--- src/rtl/fpadd_arbiter_if.sv ---
// Requester, response and adder-side signals of the two-port FP add arbiter.
// Handshake: a request transfers in a cycle where reqN_valid and reqN_ready are both high; rspN_valid is a one-cycle pulse with no backpressure.
interface fpadd_arbiter_if;
  logic        req0_valid;
  logic [31:0] req0_a;
  logic [31:0] req0_b;
  logic        req0_ready;
  logic        req1_valid;
  logic [31:0] req1_a;
  logic [31:0] req1_b;
  logic        req1_ready;
  logic        rsp0_valid;
  logic [31:0] rsp0_result;
  logic        rsp1_valid;
  logic [31:0] rsp1_result;
  logic [31:0] add_a;
  logic [31:0] add_b;
  logic [31:0] add_result;
  logic        busy;

  modport slave (
    input  req0_valid, req0_a, req0_b, req1_valid, req1_a, req1_b, add_result,
    output req0_ready, req1_ready, rsp0_valid, rsp0_result, rsp1_valid, rsp1_result,
           add_a, add_b, busy
  );

  modport master (
    output req0_valid, req0_a, req0_b, req1_valid, req1_a, req1_b, add_result,
    input  req0_ready, req1_ready, rsp0_valid, rsp0_result, rsp1_valid, rsp1_result,
           add_a, add_b, busy
  );
endinterface

--- src/rtl/fpadd_arbiter.sv ---
// Round-robin share of one fixed-latency FP adder between two requesters.
// A tag shift register tracks which requester owns each in-flight add.
module fpadd_arbiter #(
  parameter int LAT = 2
) (
  input logic            clk,
  input logic            reset,
  fpadd_arbiter_if.slave bus
);
  localparam int TD = LAT + 1;
  localparam int CW = $clog2(LAT + 2);

  logic          last_grant_q, last_grant_d;
  logic [31:0]   add_a_q, add_a_d;
  logic [31:0]   add_b_q, add_b_d;
  logic [TD-1:0] tvld_q, tvld_d;
  logic [TD-1:0] tid_q, tid_d;
  logic [CW-1:0] cnt_q, cnt_d;
  logic [31:0]   hold0_q, hold0_d;
  logic [31:0]   hold1_q, hold1_d;

  logic grant;
  logic rdy0, rdy1, xfer;
  logic rsp0, rsp1;

  always_comb begin
    // Under contention the requester that did not win last time is served.
    grant = (bus.req0_valid && bus.req1_valid) ? ~last_grant_q : bus.req1_valid;
    rdy0  = !reset && bus.req0_valid && !grant;
    rdy1  = !reset && bus.req1_valid && grant;
    xfer  = rdy0 || rdy1;
    rsp0  = !reset && tvld_q[TD-1] && !tid_q[TD-1];
    rsp1  = !reset && tvld_q[TD-1] && tid_q[TD-1];

    last_grant_d = xfer ? grant : last_grant_q;
    add_a_d = 32'h0;
    add_b_d = 32'h0;
    if (rdy0) begin
      add_a_d = bus.req0_a;
      add_b_d = bus.req0_b;
    end else if (rdy1) begin
      add_a_d = bus.req1_a;
      add_b_d = bus.req1_b;
    end

    tvld_d    = tvld_q;
    tid_d     = tid_q;
    tvld_d[0] = xfer;
    tid_d[0]  = grant;
    for (int i = 1; i < TD; i++) begin
      tvld_d[i] = tvld_q[i-1];
      tid_d[i]  = tid_q[i-1];
    end

    cnt_d = cnt_q;
    case ({xfer, rsp0 || rsp1})
      2'b10:   cnt_d = cnt_q + CW'(1);
      2'b01:   cnt_d = cnt_q - CW'(1);
      default: cnt_d = cnt_q;
    endcase

    hold0_d = rsp0 ? bus.add_result : hold0_q;
    hold1_d = rsp1 ? bus.add_result : hold1_q;

    bus.req0_ready  = rdy0;
    bus.req1_ready  = rdy1;
    bus.rsp0_valid  = rsp0;
    bus.rsp1_valid  = rsp1;
    bus.rsp0_result = rsp0 ? bus.add_result : hold0_q;
    bus.rsp1_result = rsp1 ? bus.add_result : hold1_q;
    bus.add_a       = add_a_q;
    bus.add_b       = add_b_q;
    bus.busy        = (cnt_q != '0);
  end

  always_ff @(posedge clk) begin
    if (reset) begin
      last_grant_q <= 1'b1;
      add_a_q      <= 32'h0;
      add_b_q      <= 32'h0;
      tvld_q       <= '0;
      tid_q        <= '0;
      cnt_q        <= '0;
      hold0_q      <= 32'h0;
      hold1_q      <= 32'h0;
    end else begin
      last_grant_q <= last_grant_d;
      add_a_q      <= add_a_d;
      add_b_q      <= add_b_d;
      tvld_q       <= tvld_d;
      tid_q        <= tid_d;
      cnt_q        <= cnt_d;
      hold0_q      <= hold0_d;
      hold1_q      <= hold1_d;
    end
  end
endmodule
--- src/flat_wrapper.sv ---
// flat-port wrapper written by rule: the top's interface ports become plain ports
module fpadd_arbiter_flat 
#(
  parameter int LAT = 2
)
  (clk, reset, bus_req0_valid, bus_req0_a, bus_req0_b, bus_req1_valid, bus_req1_a, bus_req1_b, bus_add_result, bus_req0_ready, bus_req1_ready, bus_rsp0_valid, bus_rsp0_result, bus_rsp1_valid, bus_rsp1_result, bus_add_a, bus_add_b, bus_busy);
  fpadd_arbiter_if bus_i ();
  input logic clk;
  input logic reset;
  input wire logic [$bits(bus_i.req0_valid)-1:0] bus_req0_valid;
  input wire logic [$bits(bus_i.req0_a)-1:0] bus_req0_a;
  input wire logic [$bits(bus_i.req0_b)-1:0] bus_req0_b;
  input wire logic [$bits(bus_i.req1_valid)-1:0] bus_req1_valid;
  input wire logic [$bits(bus_i.req1_a)-1:0] bus_req1_a;
  input wire logic [$bits(bus_i.req1_b)-1:0] bus_req1_b;
  input wire logic [$bits(bus_i.add_result)-1:0] bus_add_result;
  output wire logic [$bits(bus_i.req0_ready)-1:0] bus_req0_ready;
  output wire logic [$bits(bus_i.req1_ready)-1:0] bus_req1_ready;
  output wire logic [$bits(bus_i.rsp0_valid)-1:0] bus_rsp0_valid;
  output wire logic [$bits(bus_i.rsp0_result)-1:0] bus_rsp0_result;
  output wire logic [$bits(bus_i.rsp1_valid)-1:0] bus_rsp1_valid;
  output wire logic [$bits(bus_i.rsp1_result)-1:0] bus_rsp1_result;
  output wire logic [$bits(bus_i.add_a)-1:0] bus_add_a;
  output wire logic [$bits(bus_i.add_b)-1:0] bus_add_b;
  output wire logic [$bits(bus_i.busy)-1:0] bus_busy;
  assign bus_i.req0_valid = bus_req0_valid;
  assign bus_i.req0_a = bus_req0_a;
  assign bus_i.req0_b = bus_req0_b;
  assign bus_i.req1_valid = bus_req1_valid;
  assign bus_i.req1_a = bus_req1_a;
  assign bus_i.req1_b = bus_req1_b;
  assign bus_i.add_result = bus_add_result;
  assign bus_req0_ready = bus_i.req0_ready;
  assign bus_req1_ready = bus_i.req1_ready;
  assign bus_rsp0_valid = bus_i.rsp0_valid;
  assign bus_rsp0_result = bus_i.rsp0_result;
  assign bus_rsp1_valid = bus_i.rsp1_valid;
  assign bus_rsp1_result = bus_i.rsp1_result;
  assign bus_add_a = bus_i.add_a;
  assign bus_add_b = bus_i.add_b;
  assign bus_busy = bus_i.busy;
  fpadd_arbiter #(.LAT(LAT)) u_core (.clk(clk), .reset(reset), .bus(bus_i));
endmodule
--- config.mk ---
export PLATFORM = sky130hd
export DESIGN_NAME = fpadd_arbiter_flat
export DESIGN_NICKNAME = d
export VERILOG_FILES = /design/src/rtl/fpadd_arbiter_if.sv /design/src/rtl/fpadd_arbiter.sv /design/src/flat_wrapper.sv
export SDC_FILE = /design/constraint.sdc
export NUM_CORES = 1
export LEC_CHECK = 0
export ABC_AREA = 1
export CAP_MARGIN = 20
export CORE_ASPECT_RATIO = 1.4
export CORE_MARGIN = 2
export CORE_UTILIZATION = 35
export CTS_BUF_LIST = sky130_fd_sc_hd__clkbuf_16
export CTS_CLUSTER_SIZE = 16
export DETAILED_ROUTE_END_ITERATION = 12
export PLACE_DENSITY = 0.73
export SYNTH_ARGS = -nofsm -noshare
export SYNTH_HDL_FRONTEND = slang
export SYNTH_SLANG_ARGS = --single-unit
--- constraint.sdc ---
create_clock -name clk -period 2.33 [get_ports clk]
set_input_delay 0.5825 -clock clk [delete_from_list [all_inputs] [get_ports clk]]
set_output_delay 0.5825 -clock clk [all_outputs]
set_load 0.05 [all_outputs]
Word level (Yosys, flattened, before mapping)
Cells that the tools add are included.

cells by class
  equality and inequality tests = 2
  bitwise logic cells = 1
  add/sub/neg operators = 2
  reduce and logical (&&, ||, !) cells = 15
  mux-type cells = 8

operators with widths
  operator                                           count
  two-way mux 32 bit                                 6
  logical AND 1 bit                                  8
  case mux 2 bit (2 select lines)                    1
  nonzero test 2 bit                                 2
  logical NOT 1 bit                                  3
  adder 2 x 1 -> 2 bit (second input constant)       1
  == test 2 x 1 -> 1 bit (second input constant)     1
  == test 2 bit (second input constant)              1
  logical OR 1 bit                                   2
  subtractor 2 x 1 -> 2 bit (second input constant)  1
  two-way mux 1 bit                                  1
  NOT 1 bit                                          1

storage, ports and cells
  input port bits = 164
  logic and storage cells = 36
  bits in registers = 137
  output and inout port bits = 133

Depth between registers and ports, before layout
  word-level depth = 7
  gate-level depth with buffers = 9
  mapped depth without buffers = 8

Least setup slack after synthesis
Ideal clock, no wire load.

  path kind = input-to-output
  from = in reset
  to = out bus_req0_ready
  data required time = 1.747 ns
  path slack = -0.240 ns
  arrival = 1.987 ns
  stages on the path = 3
  buffers on the path = 2
  path through = buf_6 buf_2 nor3_1

on the way
  word-level cells in the longest chain between the ends = 3

RTL lines
  what                             RTL line             text
  start, declared                  flat_wrapper.sv:9    input logic reset;
  logical NOT 1 bit                fpadd_arbiter.sv:29  rdy0 = !reset && bus.req0_valid && !grant;
  logical AND 1 bit (2 in series)  fpadd_arbiter.sv:29
  end, declared                    flat_wrapper.sv:17   output wire logic [$bits(bus_i.req0_ready)-1:0] bus_req0_ready;

Every way passes these cells.

Worst setup path after layout
  from = reg u_core.tid_q[2]
  to = out bus_rsp0_result[0]

on the way
  word-level cells in the longest chain between the ends = 3

RTL lines
  what                    RTL line             text
  start, declared         fpadd_arbiter.sv:17  logic [TD-1:0] tid_q, tid_d;
  start signal, assigned  fpadd_arbiter.sv:91  tid_q <= tid_d;
  logical NOT 1 bit       fpadd_arbiter.sv:32  rsp0 = !reset && tvld_q[TD-1] && !tid_q[TD-1];
  logical AND 1 bit       fpadd_arbiter.sv:32
  two-way mux 32 bit      n/a
  end, declared           flat_wrapper.sv:20   output wire logic [$bits(bus_i.rsp0_result)-1:0] bus_rsp0_result;

Every way passes these cells.

==> results by group <==
Logic synthesis
  – Asr flop ratio synth: 0
  – Post-synth top cells: 287 x nand2_1, 172 x inv_1, 137 x dfxtp_1
  – Yosys reg bits: approximately 140
  – Ys Warns: 0
  – Yosys top cell area share: 0.485
  – Cell type with the largest total area after synthesis: dfxtp_1
  – Syn_area_per_cell: between 6 and 7 um^2
  – Main area contributors after synthesis: dfxtp_1 49%, nand2_1 19%, inv_1 11%
  – Synth Cell Area: 0.00565 mm^2
  – Synthesized netlist cell count: approximately 830
  – Mapped Nets: 999
  – Post-synth EDFFs: 0
  – Netlist cell types: 21
  – Top-count cell post-synth: nand2_1
  – Top FF cell, synth: dfxtp_1
  – Sequential share of the synthesized area: 0.485

Setup path
  – Reg2reg end: u_core.cnt_q[1]$_SDFFE_PP0P_
  – Cell with the largest stage delay on the worst path: dfxtp_4
  – CP Cell Sequence: nor3_4 > buf_4 > clkbuf_16 > nand2_1 > nand2_1 > inv_2 > buf_4
  – Worst-path fanout max: 10
  – Buf/Inv on CP: 4
  – Endpoint class of the critical path: output port
  – R2R Setup Slk: 900 ps
  – CP Data Required Time: approximately 1800 ps
  – Critical Path Source Type: register
  – RR Startpoint: u_core.tvld_q[2]$_SDFF_PP0_
  – Crit Path Class: register to output port
  – R2r worst-path depth: 9
  – Worst EP arrival: 1690 ps
  – Largest stage delay on the critical path: roughly 390 ps
  – Crit path max-delay family: buffers and inverters

Power
  – Leakage power: about 5.1 nW
  – Worst VDD drop: slightly above 400 uV
  – Total power: about 6.5 mW
  – Pwr dens: approximately 670 mW/mm^2

Die
  – Die width: ~110 um
  – Core ar.: between 0.015 and 0.02 mm^2
  – DIE AREA: around 0.017 mm^2
  – Top-Level Pins: between 200 and 300
  – Row count: 55
  – Die height: 154 um
  – Starting density of the core: 0.354

Clock network
  – Clk sinks: around 140
  – Clock network latency to the later pin of the worst-skew pair: around 420 ps
  – Clk root buf: clkbuf_16
  – CTS tree: yes
  – Reg clk slew, reported paths: around 60 ps
  – H-tree depth: 4
  – Cts hold-fix bufs: 0
  – Clock tree buffer depth: 2
  – CTS Buf Count: 17

Timing
  – Period Utilization, post-route: 0.976
  – Worst Skew: ~12 ps
  – Finish-stage setup viols: 0
  – Hold Fails Final Rpt: 0
  – Worst Tran Pin Value: about 660 ps
  – Fmax: approximately 440 MHz
  – Max-slew violation count: 0
  – Setup total negative slack: 0 ps
  – Rel. slew slack: 0.561
  – Min cycle time layout: approximately 2300 ps

Detailed routing
  – Post-Route WL: 19,000 um
  – Antenna Nets Post-Route: 0
  – Vias per cell: about 4.4
  – Routed len/inst: 14.2 um
  – Initial DRC Count: 296
  – DR vias: around 6,000
  – DRT Pass-1 Iters: 6
  – DR DRC count: 0

Cells and area
  – Layout area overhead: 73.2%
  – # fillers: around 1,400
  – Register area: between 0.002 and 0.003 mm^2
  – Multi-input logic area: 0.00201 mm^2
  – Layout cells sized above 1: 0.125
  – # nets final: 1,289

Global routing
  – Number of global-route vias before repair: ~5,600
  – GRT Util Overall: 0.211
  – Pin count of the biggest net entering global routing: 66
  – Grt ovf: 0
  – Global-route wire length before repair: between 20,000 and 30,000 um
  – Initial antenna violation count: 0

Outcome
  – Status: finished clean

Hold path
  – Hold Path End: u_core.tid_q[2]$_SDFF_PP0_
  – Tightest Hold Check Type: register to register
  – HP Start: u_core.tid_q[1]$_SDFF_PP0_
  – Hold Crit Depth: 2

Job
  – Max_cap viols: 0

Place
  – Gpl congestion: a little over 0.8
  – Post-detail-place hpwl: between 10,000 and 15,000 um
  – Port Buffer Count: around 300
==> cells in the final DEF (no fill, tap or decap), drive strengths merged <==
master           n
nand4            1
a21oi            1
dlymetal6s2s     2
dlygate4sd2      1
ha               1
inv            180
or2              1
clkbuf          18
diode            4
clkdlybuf4s50  223
o21ai            2
buf             88
nor3             2
dfxtp          137
bufinv           4
nand2          298
nor2            74
clkinv           5
clkinvlp         1
nand3           97
==> tightest hold or removal path, cell delays in order, from the launching register on <==
cell     delay [ps]
dfxtp_1         300
inv_1            40
nor2_1           30
==> power breakdown <==
part	total [mW]	leakage (nW)	internal (mW)	switching, mW
Clock	2.87	0.306	1.79	1.07
Combinational	1.19	3.69	0.500	0.689
Sequential	2.47	1.12	2.44	0.0297
==> worst max path at each step <==
| stage | start | end | cells after the start |
|---|---|---|---|
| finish | u_core.tid_q[2]$_SDFF_PP0_ | bus_rsp0_result[0] | 7 |
| global route | u_core.tid_q[2]$_SDFF_PP0_ | bus_rsp0_result[6] | 7 |
| CTS | u_core.tid_q[2]$_SDFF_PP0_ | bus_rsp0_result[26] | 6 |
| detailed placement | bus_req0_valid | bus_req0_ready | 6 |
| global placement | bus_req0_valid | bus_req0_ready | 6 |
| floorplan | reset | bus_req0_ready | 3 |
==> cells by family after synthesis <==
| group | count (synthesis) | share of synthesized area |
|---|---|---|
| buffers and inverters | 220 | 0.161 |
| AOI/OAI and AO/OA | 3 | 0.00266 |
| and+or+nand+nor | 473 | 0.348 |
| adders and majority gates | 1 | 0.00221 |
| DFF | 137 | 0.485 |
==> flip-flops by register name (all words and copies together), names as in the netlist <==
name                 flops
u_core.hold0_q          32
u_core.bus.add_a        32
u_core.hold1_q          32
u_core.tid_q             3
u_core.bus.add_b        32
u_core.cnt_q             2
u_core.last_grant_q      1
u_core.tvld_q            3
==> repair_timing <==
action / in CTS / in global routing
endpoints found under the hold margin: 0 / 0
pin swaps: 0 / 2
endpoints found under the setup margin: 61 / 21
buffers inserted: 0 / 2
resized for setup: 4 / 5
gates cloned: 0 / 2
==> cell type report <==
type / count / share of cell area
repair buffers: 315 / 0.356
flip-flops and latches: 137 / 0.281
well taps: 199 / 0.0255
multi-input cells: 477 / 0.205
inverters: 176 / 0.0675
clock buffers: 17 / 0.0435
clock inverters: 14 / 0.0202
diodes: 4 / 0.00102
==> through the flow <==
| stage | utilization | hold slack [ps] | setup WS (ps) | cells | area (um^2) |
|---|---|---|---|---|---|
| global route | 0.612 | 408 | -4.71 | 1335 | 9770 |
| global placement | 0.569 | 390 | -5.84 | 1300 | 9080 |
| finish | 0.613 | 400 | 55.3 | 1339 | 9780 |
| CTS | 0.608 | 403 | 4.83 | 1331 | 9710 |
| floorplan | - | 388 | 180 | 834 | 5650 |
| detailed placement | 0.569 | 396 | 2.91 | 1300 | 9080 |
==> routing by layer <==
metal,vias to the layer above,track usage,wire length (um),share of wire
li1,3001,-,-,-
met1,2652,0.239,7450,0.39
met2,243,0.358,9120,0.48
met3,32,0.0839,1890,0.10
met4,0,0.0811,499,0.026
met5,-,0,0,0
(Power assumes the default switching activity.)
